**config.mk**
```make
export PLATFORM = sky130hd
export DESIGN_NAME = comparator_nb_seq_flat
export DESIGN_NICKNAME = d
export VERILOG_FILES = /design/src/rtl/comparator_nb_seq_if.sv /design/src/rtl/comparator_nb_seq.sv /design/src/flat_wrapper.sv
export SDC_FILE = /design/constraint.sdc
export NUM_CORES = 1
export LEC_CHECK = 0
export BUFFER_PORTS_ARGS = -buffer_cell sky130_fd_sc_hd__buf_2
export CAP_MARGIN = 0
export CELL_PAD_IN_SITES_DETAIL_PLACEMENT = 0
export CELL_PAD_IN_SITES_GLOBAL_PLACEMENT = 2
export CORE_MARGIN = 4
export CORE_UTILIZATION = 29
export DETAILED_ROUTE_END_ITERATION = 10
export GPL_ROUTABILITY_DRIVEN = 0
export GPL_TIMING_DRIVEN = 0
export PLACE_DENSITY_LB_ADDON = 0.1
export SYNTH_ARGS = -nofsm -noshare
export SYNTH_HDL_FRONTEND = slang
export SYNTH_SLANG_ARGS = --single-unit
```
**constraint.sdc**
```tcl
create_clock -name clk -period 1.8 [get_ports clk]
set_input_delay 0.09 -clock clk [delete_from_list [all_inputs] [get_ports clk]]
set_output_delay 0.09 -clock clk [all_outputs]
set_load 0.03 [all_outputs]
```
**src/rtl/comparator_nb_seq_if.sv**
```systemverilog
// comparator_nb_seq_if: handshake and operand/result bundle for comparator_nb_seq.
//   master : drives start, A, B (and SGN), observes busy, done, G, L, E
//   slave  : the comparator side
// WIDTH must match the WIDTH of the comparator instance it connects to.
// Optional: COMPARATOR_SIGNED_EN adds the SGN (two's-complement select) signal.
interface comparator_nb_seq_if #(
  parameter int WIDTH = 8
);
  logic             start;
  logic [WIDTH-1:0] A;
  logic [WIDTH-1:0] B;
`ifdef COMPARATOR_SIGNED_EN
  logic             SGN;
`endif
  logic             busy;
  logic             done;
  logic             G;
  logic             L;
  logic             E;

`ifdef COMPARATOR_SIGNED_EN
  modport master (output start, A, B, SGN, input busy, done, G, L, E);
  modport slave  (input start, A, B, SGN, output busy, done, G, L, E);
`else
  modport master (output start, A, B, input busy, done, G, L, E);
  modport slave  (input start, A, B, output busy, done, G, L, E);
`endif
endinterface

```
**src/rtl/comparator_nb_seq.sv**
```systemverilog
// comparator_nb_seq: sequential magnitude comparator. Compares two WIDTH-bit
// operands MSB-first, CHUNK bits per clock, stopping at the first differing
// chunk. Results are registered one-hot G/L/E, held until the next completion.
// Ports:
//   clk  - rising-edge clock
//   rst  - synchronous active-high reset
//   bus  - comparator_nb_seq_if.slave: start, A, B, [SGN] in; busy, done, G, L, E out
// Optional: COMPARATOR_SIGNED_EN enables SGN; SGN=1 at start selects a
// two's-complement compare by flipping the sign bit of both operands on load.
module comparator_nb_seq #(
  parameter int WIDTH = 8,
  parameter int CHUNK = 2
) (
  input  logic                 clk,
  input  logic                 rst,
  comparator_nb_seq_if.slave   bus
);

  localparam int N  = WIDTH / CHUNK;
  localparam int CW = (N > 1) ? $clog2(N + 1) : 1;

  localparam logic [1:0] S_IDLE = 2'd0;
  localparam logic [1:0] S_RUN  = 2'd1;
  localparam logic [1:0] S_DONE = 2'd2;

  logic [1:0]       state_q, state_d;
  logic [CW-1:0]    cnt_q, cnt_d;
  logic [WIDTH-1:0] a_q, a_d;
  logic [WIDTH-1:0] b_q, b_d;
  logic             g_q, g_d;
  logic             l_q, l_d;
  logic             e_q, e_d;
  logic             done_q, done_d;
  logic             busy_q, busy_d;

  logic [WIDTH-1:0] a_load_s;
  logic [WIDTH-1:0] b_load_s;
  logic [CHUNK-1:0] a_top_s;
  logic [CHUNK-1:0] b_top_s;

`ifdef COMPARATOR_SIGNED_EN
  // Flipping the sign bit maps two's-complement order onto unsigned order.
  localparam logic [WIDTH-1:0] MSB_MASK = {1'b1, {(WIDTH-1){1'b0}}};
  assign a_load_s = bus.SGN ? (bus.A ^ MSB_MASK) : bus.A;
  assign b_load_s = bus.SGN ? (bus.B ^ MSB_MASK) : bus.B;
`else
  assign a_load_s = bus.A;
  assign b_load_s = bus.B;
`endif

  assign a_top_s = a_q[WIDTH-1 -: CHUNK];
  assign b_top_s = b_q[WIDTH-1 -: CHUNK];

  // Next-state, shift-register and result logic for the IDLE/RUN/DONE FSM.
  always_comb begin
    state_d = state_q;
    cnt_d   = cnt_q;
    a_d     = a_q;
    b_d     = b_q;
    g_d     = g_q;
    l_d     = l_q;
    e_d     = e_q;
    done_d  = 1'b0;
    case (state_q)
      S_IDLE, S_DONE: begin
        if (bus.start) begin
          a_d     = a_load_s;
          b_d     = b_load_s;
          cnt_d   = CW'(N);
          state_d = S_RUN;
        end else begin
          state_d = S_IDLE;
        end
      end
      S_RUN: begin
        if (a_top_s != b_top_s) begin
          g_d     = (a_top_s > b_top_s);
          l_d     = (a_top_s < b_top_s);
          e_d     = 1'b0;
          done_d  = 1'b1;
          state_d = S_DONE;
        end else if (cnt_q == CW'(1)) begin
          g_d     = 1'b0;
          l_d     = 1'b0;
          e_d     = 1'b1;
          done_d  = 1'b1;
          state_d = S_DONE;
        end else begin
          a_d   = a_q << CHUNK;
          b_d   = b_q << CHUNK;
          cnt_d = cnt_q - CW'(1);
        end
      end
      default: begin
        state_d = S_IDLE;
      end
    endcase
    busy_d = (state_d == S_RUN);
  end

  // Control and result registers with synchronous reset.
  always_ff @(posedge clk) begin
    if (rst) begin
      state_q <= S_IDLE;
      cnt_q   <= {CW{1'b0}};
      g_q     <= 1'b0;
      l_q     <= 1'b0;
      e_q     <= 1'b0;
      done_q  <= 1'b0;
      busy_q  <= 1'b0;
    end else begin
      state_q <= state_d;
      cnt_q   <= cnt_d;
      g_q     <= g_d;
      l_q     <= l_d;
      e_q     <= e_d;
      done_q  <= done_d;
      busy_q  <= busy_d;
    end
  end

  // Operand shift registers carry no reset; their contents matter only in RUN.
  always_ff @(posedge clk) begin
    a_q <= a_d;
    b_q <= b_d;
  end

  assign bus.busy = busy_q;
  assign bus.done = done_q;
  assign bus.G    = g_q;
  assign bus.L    = l_q;
  assign bus.E    = e_q;

endmodule

```
**src/flat_wrapper.sv**
```systemverilog
// flat-port wrapper written by rule: the top's interface ports become plain ports
module comparator_nb_seq_flat 
#(
  parameter int WIDTH = 8,
  parameter int CHUNK = 2
)
  (clk, rst, bus_start, bus_A, bus_B, bus_busy, bus_done, bus_G, bus_L, bus_E);
  comparator_nb_seq_if #(.WIDTH(WIDTH)) bus_i ();
  input  logic clk;
  input  logic rst;
  input wire logic [$bits(bus_i.start)-1:0] bus_start;
  input wire logic [$bits(bus_i.A)-1:0] bus_A;
  input wire logic [$bits(bus_i.B)-1:0] bus_B;
  output wire logic [$bits(bus_i.busy)-1:0] bus_busy;
  output wire logic [$bits(bus_i.done)-1:0] bus_done;
  output wire logic [$bits(bus_i.G)-1:0] bus_G;
  output wire logic [$bits(bus_i.L)-1:0] bus_L;
  output wire logic [$bits(bus_i.E)-1:0] bus_E;
  assign bus_i.start = bus_start;
  assign bus_i.A = bus_A;
  assign bus_i.B = bus_B;
  assign bus_busy = bus_i.busy;
  assign bus_done = bus_i.done;
  assign bus_G = bus_i.G;
  assign bus_L = bus_i.L;
  assign bus_E = bus_i.E;
  comparator_nb_seq #(.WIDTH(WIDTH), .CHUNK(CHUNK)) u_core (.clk(clk), .rst(rst), .bus(bus_i));
endmodule
```
==> flow_metrics.env <==
export IMPL_cts_reportedPaths_clkPinSlew_ns=0.10
export IMPL_slew_violations=0
export IMPL_fmaxAchievable_ghz=0.596
export IMPL_initial_core_utilization=0.306
export IMPL_ys_flop_type="sky130_fd_sc_hd__edfxtp_1"
export IMPL_power_per_cell_area_mw_per_mm2=927
export IMPL_place_hpwl_mm=1.58
export IMPL_grt_use_total=0.0978
export IMPL_maxSlewHeadroom=0.678
export IMPL_cp_arrival_ns=1.88
export IMPL_clock_root_buffer="sky130_fd_sc_hd__clkbuf_8"
export IMPL_timing_rr_start="u_core.b_q[6]$_DFFE_PP_"
export IMPL_wl_per_cell_um=12.5
export IMPL_synthDistinctLibCells=24
export IMPL_place_ws_ns=-0.342
export IMPL_whs_endpoint="u_core.a_q[4]$_DFFE_PP_"
export IMPL_ir_worst_vdd_mv=0.287
export IMPL_grt_remaining_overflow=0
export IMPL_grt_antenna_before_repair=0
export IMPL_worstHoldStart="bus_A[4]"
export IMPL_ys_seq_elements=26
export IMPL_core_outline_area_sq_mm=0.00374
export IMPL_finalWorstPathRequiredPeriod_ns=1.68
export IMPL_grt_pass1_vias=801
export IMPL_mappedNetlistNets=135
export IMPL_min_path_type="in -> reg"
export IMPL_cts_tree="built"
export IMPL_synthesis_yosys_warnings=0
export IMPL_final_non_filler_cells=188
export IMPL_fin_tns_setup_ns=0
export IMPL_fin_worst_skew_ns=0.00878
export IMPL_die_area_sq_mm=0.00503
export IMPL_die_y_um=70.9
export IMPL_crit_fanout=4
export IMPL_hold_violations=0
export IMPL_antenna_cells_inserted=0
export IMPL_numPlacedInstances=183
export IMPL_synth_seq_area_share=0.593
export IMPL_postSynthCellCount=112
export IMPL_fillCellCount=415
export IMPL_drt_initial_drc_count=34
export IMPL_post_synth_main_area_contributors="sky130_fd_sc_hd__edfxtp_1 (42%), sky130_fd_sc_hd__dfxtp_1 (17%), sky130_fd_sc_hd__nand2_1 (12%), sky130_fd_sc_hd__ha_1 (4.4%), sky130_fd_sc_hd__and2_1 (2.7%)"
export IMPL_grt_pass1_wl_mm=3.80
export IMPL_crit_path_end_kind="flip-flop"
export IMPL_post_drt_via_cell_ratio=4.34
export IMPL_drive_gt1_frac=0.250
export IMPL_fin_total_pwr_w=0.00130
export IMPL_layout_area_overhead_vs_synth_pct=21.9
export IMPL_cts_made_buffers=3
export IMPL_core_rowCount=22
export IMPL_post_cts_buffers=0
export IMPL_worstSetupPathType="reg -> reg"
export IMPL_ctsLongestPathBuffers=2
export IMPL_max_cap_viol_count=0
export IMPL_dieWidth_um=70.9
export IMPL_pin_count=24
export IMPL_synth_largest_type_area_fraction=0.419
export IMPL_crit_reg2reg_capture="u_core.bus.L$_SDFFE_PP0P_"
export IMPL_maximum_number_of_pins_on_one_net_before_global_route_repair=15
export IMPL_synth_largest_area_cell="sky130_fd_sc_hd__edfxtp_1"
export IMPL_worstRegToRegCells=4
export IMPL_tritoncts_num_sinks=26
export IMPL_power_leakage_nw=0.606
export IMPL_multi_input_comb_area_sq_um=455
export IMPL_numPortBuffers=23
export IMPL_finalSetupViolCount=0
export IMPL_cts_max_level=1
export IMPL_postLayoutSetupSlackWorst_ns=0.122
export IMPL_synthArstFlopShare=0
export IMPL_wirelength_mm=2.35
export IMPL_drtAntennaViolNets=0
export IMPL_detail_route_drc_violations=0
export IMPL_synth_cell_area_sq_mm=0.00115
export IMPL_avgSynthCellArea_sq_um=10.2
export IMPL_layout_nets=164
export IMPL_final_period_utilization=0.932
export IMPL_register_area_sq_um=681
export IMPL_start_kind="flip-flop"
export IMPL_detail_route_first_pass_iterations=4
export IMPL_worst_reg_to_reg_setup_slack_ns=0.12
export IMPL_tightest_slew_ns=0.483
export IMPL_via_count=816
export IMPL_synth_edff_count=16
export IMPL_rsz0062_at_grt="false"
export IMPL_cp_required_ns=2.00
export IMPL_outcome="finished clean"
export IMPL_insertion_delay_ns=0.28
export IMPL_whs_path_depth=3
metal layers:
| metal | part of all wire | up-vias | global-route usage |
|---|---|---|---|
| li1 | - | 429 | - |
| met1 | 0.48 | 364 | 0.125 |
| met2 | 0.45 | 18 | 0.150 |
| met3 | 0.049 | 5 | 0.0270 |
| met4 | 0.023 | 0 | 0.0501 |
| met5 | 0 | - | 0 |
synthesized netlist by cell type, types with 2 or more instances:
| master | count |
|---|---|
| sky130_fd_sc_hd__mux2_2 | 2 |
| sky130_fd_sc_hd__nand2_1 | 38 |
| sky130_fd_sc_hd__nor2_1 | 2 |
| sky130_fd_sc_hd__and2_1 | 5 |
| sky130_fd_sc_hd__nor3_1 | 3 |
| sky130_fd_sc_hd__clkbuf_1 | 2 |
| sky130_fd_sc_hd__dfxtp_1 | 10 |
| sky130_fd_sc_hd__ha_1 | 4 |
| sky130_fd_sc_hd__edfxtp_1 | 16 |
| sky130_fd_sc_hd__a21oi_1 | 4 |
| sky130_fd_sc_hd__nand2b_1 | 5 |
| sky130_fd_sc_hd__inv_1 | 4 |
| sky130_fd_sc_hd__nor2b_1 | 5 |
| sky130_fd_sc_hd__nand3_1 | 2 |
kinds of logic (layout without fill, tap and decap cells):
| group | after synthesis | in the layout | synth area share |
|---|---|---|---|
| compound gates | 10 | 10 | 0.0622 |
| fa+ha+maj | 4 | 4 | 0.0436 |
| buf+inv | 9 | 36 | 0.0371 |
| flops | 26 | 26 | 0.593 |
| mux | 2 | 2 | 0.0196 |
| simple gates | 61 | 62 | 0.244 |
state kept, by name, summed over array words and instances, names as in the netlist:
name             cells
u_core.bus.G         1
u_core.cnt_q         3
u_core.bus.E         1
u_core.bus.done      1
u_core.bus.busy      1
u_core.a_q           8
u_core.b_q           8
u_core.bus.L         1
u_core.state_q       2
layout by cell type (no fill, tap or decap), types with 2 or more instances in the layout:
cell type and n:
sky130_fd_sc_hd__a21oi_1 4, sky130_fd_sc_hd__and2_1 5, sky130_fd_sc_hd__buf_2 24, sky130_fd_sc_hd__clkbuf_1 2, sky130_fd_sc_hd__clkbuf_8 3, sky130_fd_sc_hd__dfxtp_1 10
sky130_fd_sc_hd__edfxtp_1 16, sky130_fd_sc_hd__ha_1 4, sky130_fd_sc_hd__inv_1 4, sky130_fd_sc_hd__mux2_2 2, sky130_fd_sc_hd__nand2_1 37, sky130_fd_sc_hd__nand2_4 2
sky130_fd_sc_hd__nand2b_1 5, sky130_fd_sc_hd__nor2_1 2, sky130_fd_sc_hd__nor2b_1 5, sky130_fd_sc_hd__nor3_1 3
power by group:
part,switching (W),internal [W],leakage [nW]
logic,0.000141,0.0000893,0.344
registers,0.0000175,0.000702,0.238
clock network,0.000193,0.000153,0.0231
worst max-delay path by stage:
| stage | startpoint | end | slack, ns | cells after the start |
|---|---|---|---|---|
| after floorplan | u_core.a_q[7]$_DFFE_PP_ | u_core.a_q[0]$_SDFFCE_PN0P_ | 0.03 | 4 |
| after global placement | u_core.b_q[6]$_DFFE_PP_ | u_core.a_q[6]$_DFFE_PP_ | -0.30 | 4 |
| after detailed placement | u_core.b_q[6]$_DFFE_PP_ | u_core.a_q[6]$_DFFE_PP_ | -0.34 | 4 |
| after CTS | u_core.b_q[6]$_DFFE_PP_ | u_core.a_q[7]$_DFFE_PP_ | 0.07 | 4 |
| after global routing | u_core.b_q[6]$_DFFE_PP_ | u_core.state_q[1]$_SDFF_PP0_ | 0.04 | 4 |
| final | u_core.b_q[6]$_DFFE_PP_ | u_core.bus.L$_SDFFE_PP0P_ | 0.12 | 4 |
cell type report:
cell class                      instances  share of cell area
Clock buffer                            3              0.0295
Inverter                                4              0.0107
Multi-Input combinational cell         78               0.326
Clock inverter                          1             0.00268
Tap cell                               48              0.0429
Buffer                                  5              0.0197
Timing Repair Buffer                   23              0.0823
Sequential cell                        26               0.487
worst max-delay path: stages (launching register included):
cell                       delay [ns]
sky130_fd_sc_hd__edfxtp_1        0.39
sky130_fd_sc_hd__ha_1            0.34
sky130_fd_sc_hd__and2_1          0.23
sky130_fd_sc_hd__or4_4           0.49
sky130_fd_sc_hd__o22ai_2         0.14
per-stage QoR:
| stage | hold slack, ns | utilization | cell area, sq um |
|---|---|---|---|
| detailed placement | 0.362 | 0.353 | 1320 |
| global placement | 0.358 | 0.353 | 1320 |
| floorplan | 0.271 | - | 1150 |
| CTS | 0.0667 | 0.372 | 1390 |
| finish | 0.0713 | 0.374 | 1400 |
| global route | 0.0773 | 0.374 | 1400 |
what timing repair did:
item | 4_1_cts | 5_1_grt
pin swaps | 1 | 0
resized for setup | 4 | 1
hold buffers | 0 | 0
setup endpoints to repair | 16 | 1
gates cloned | 1 | 0
No activity file was read; power rests on OpenSTA's default activity.
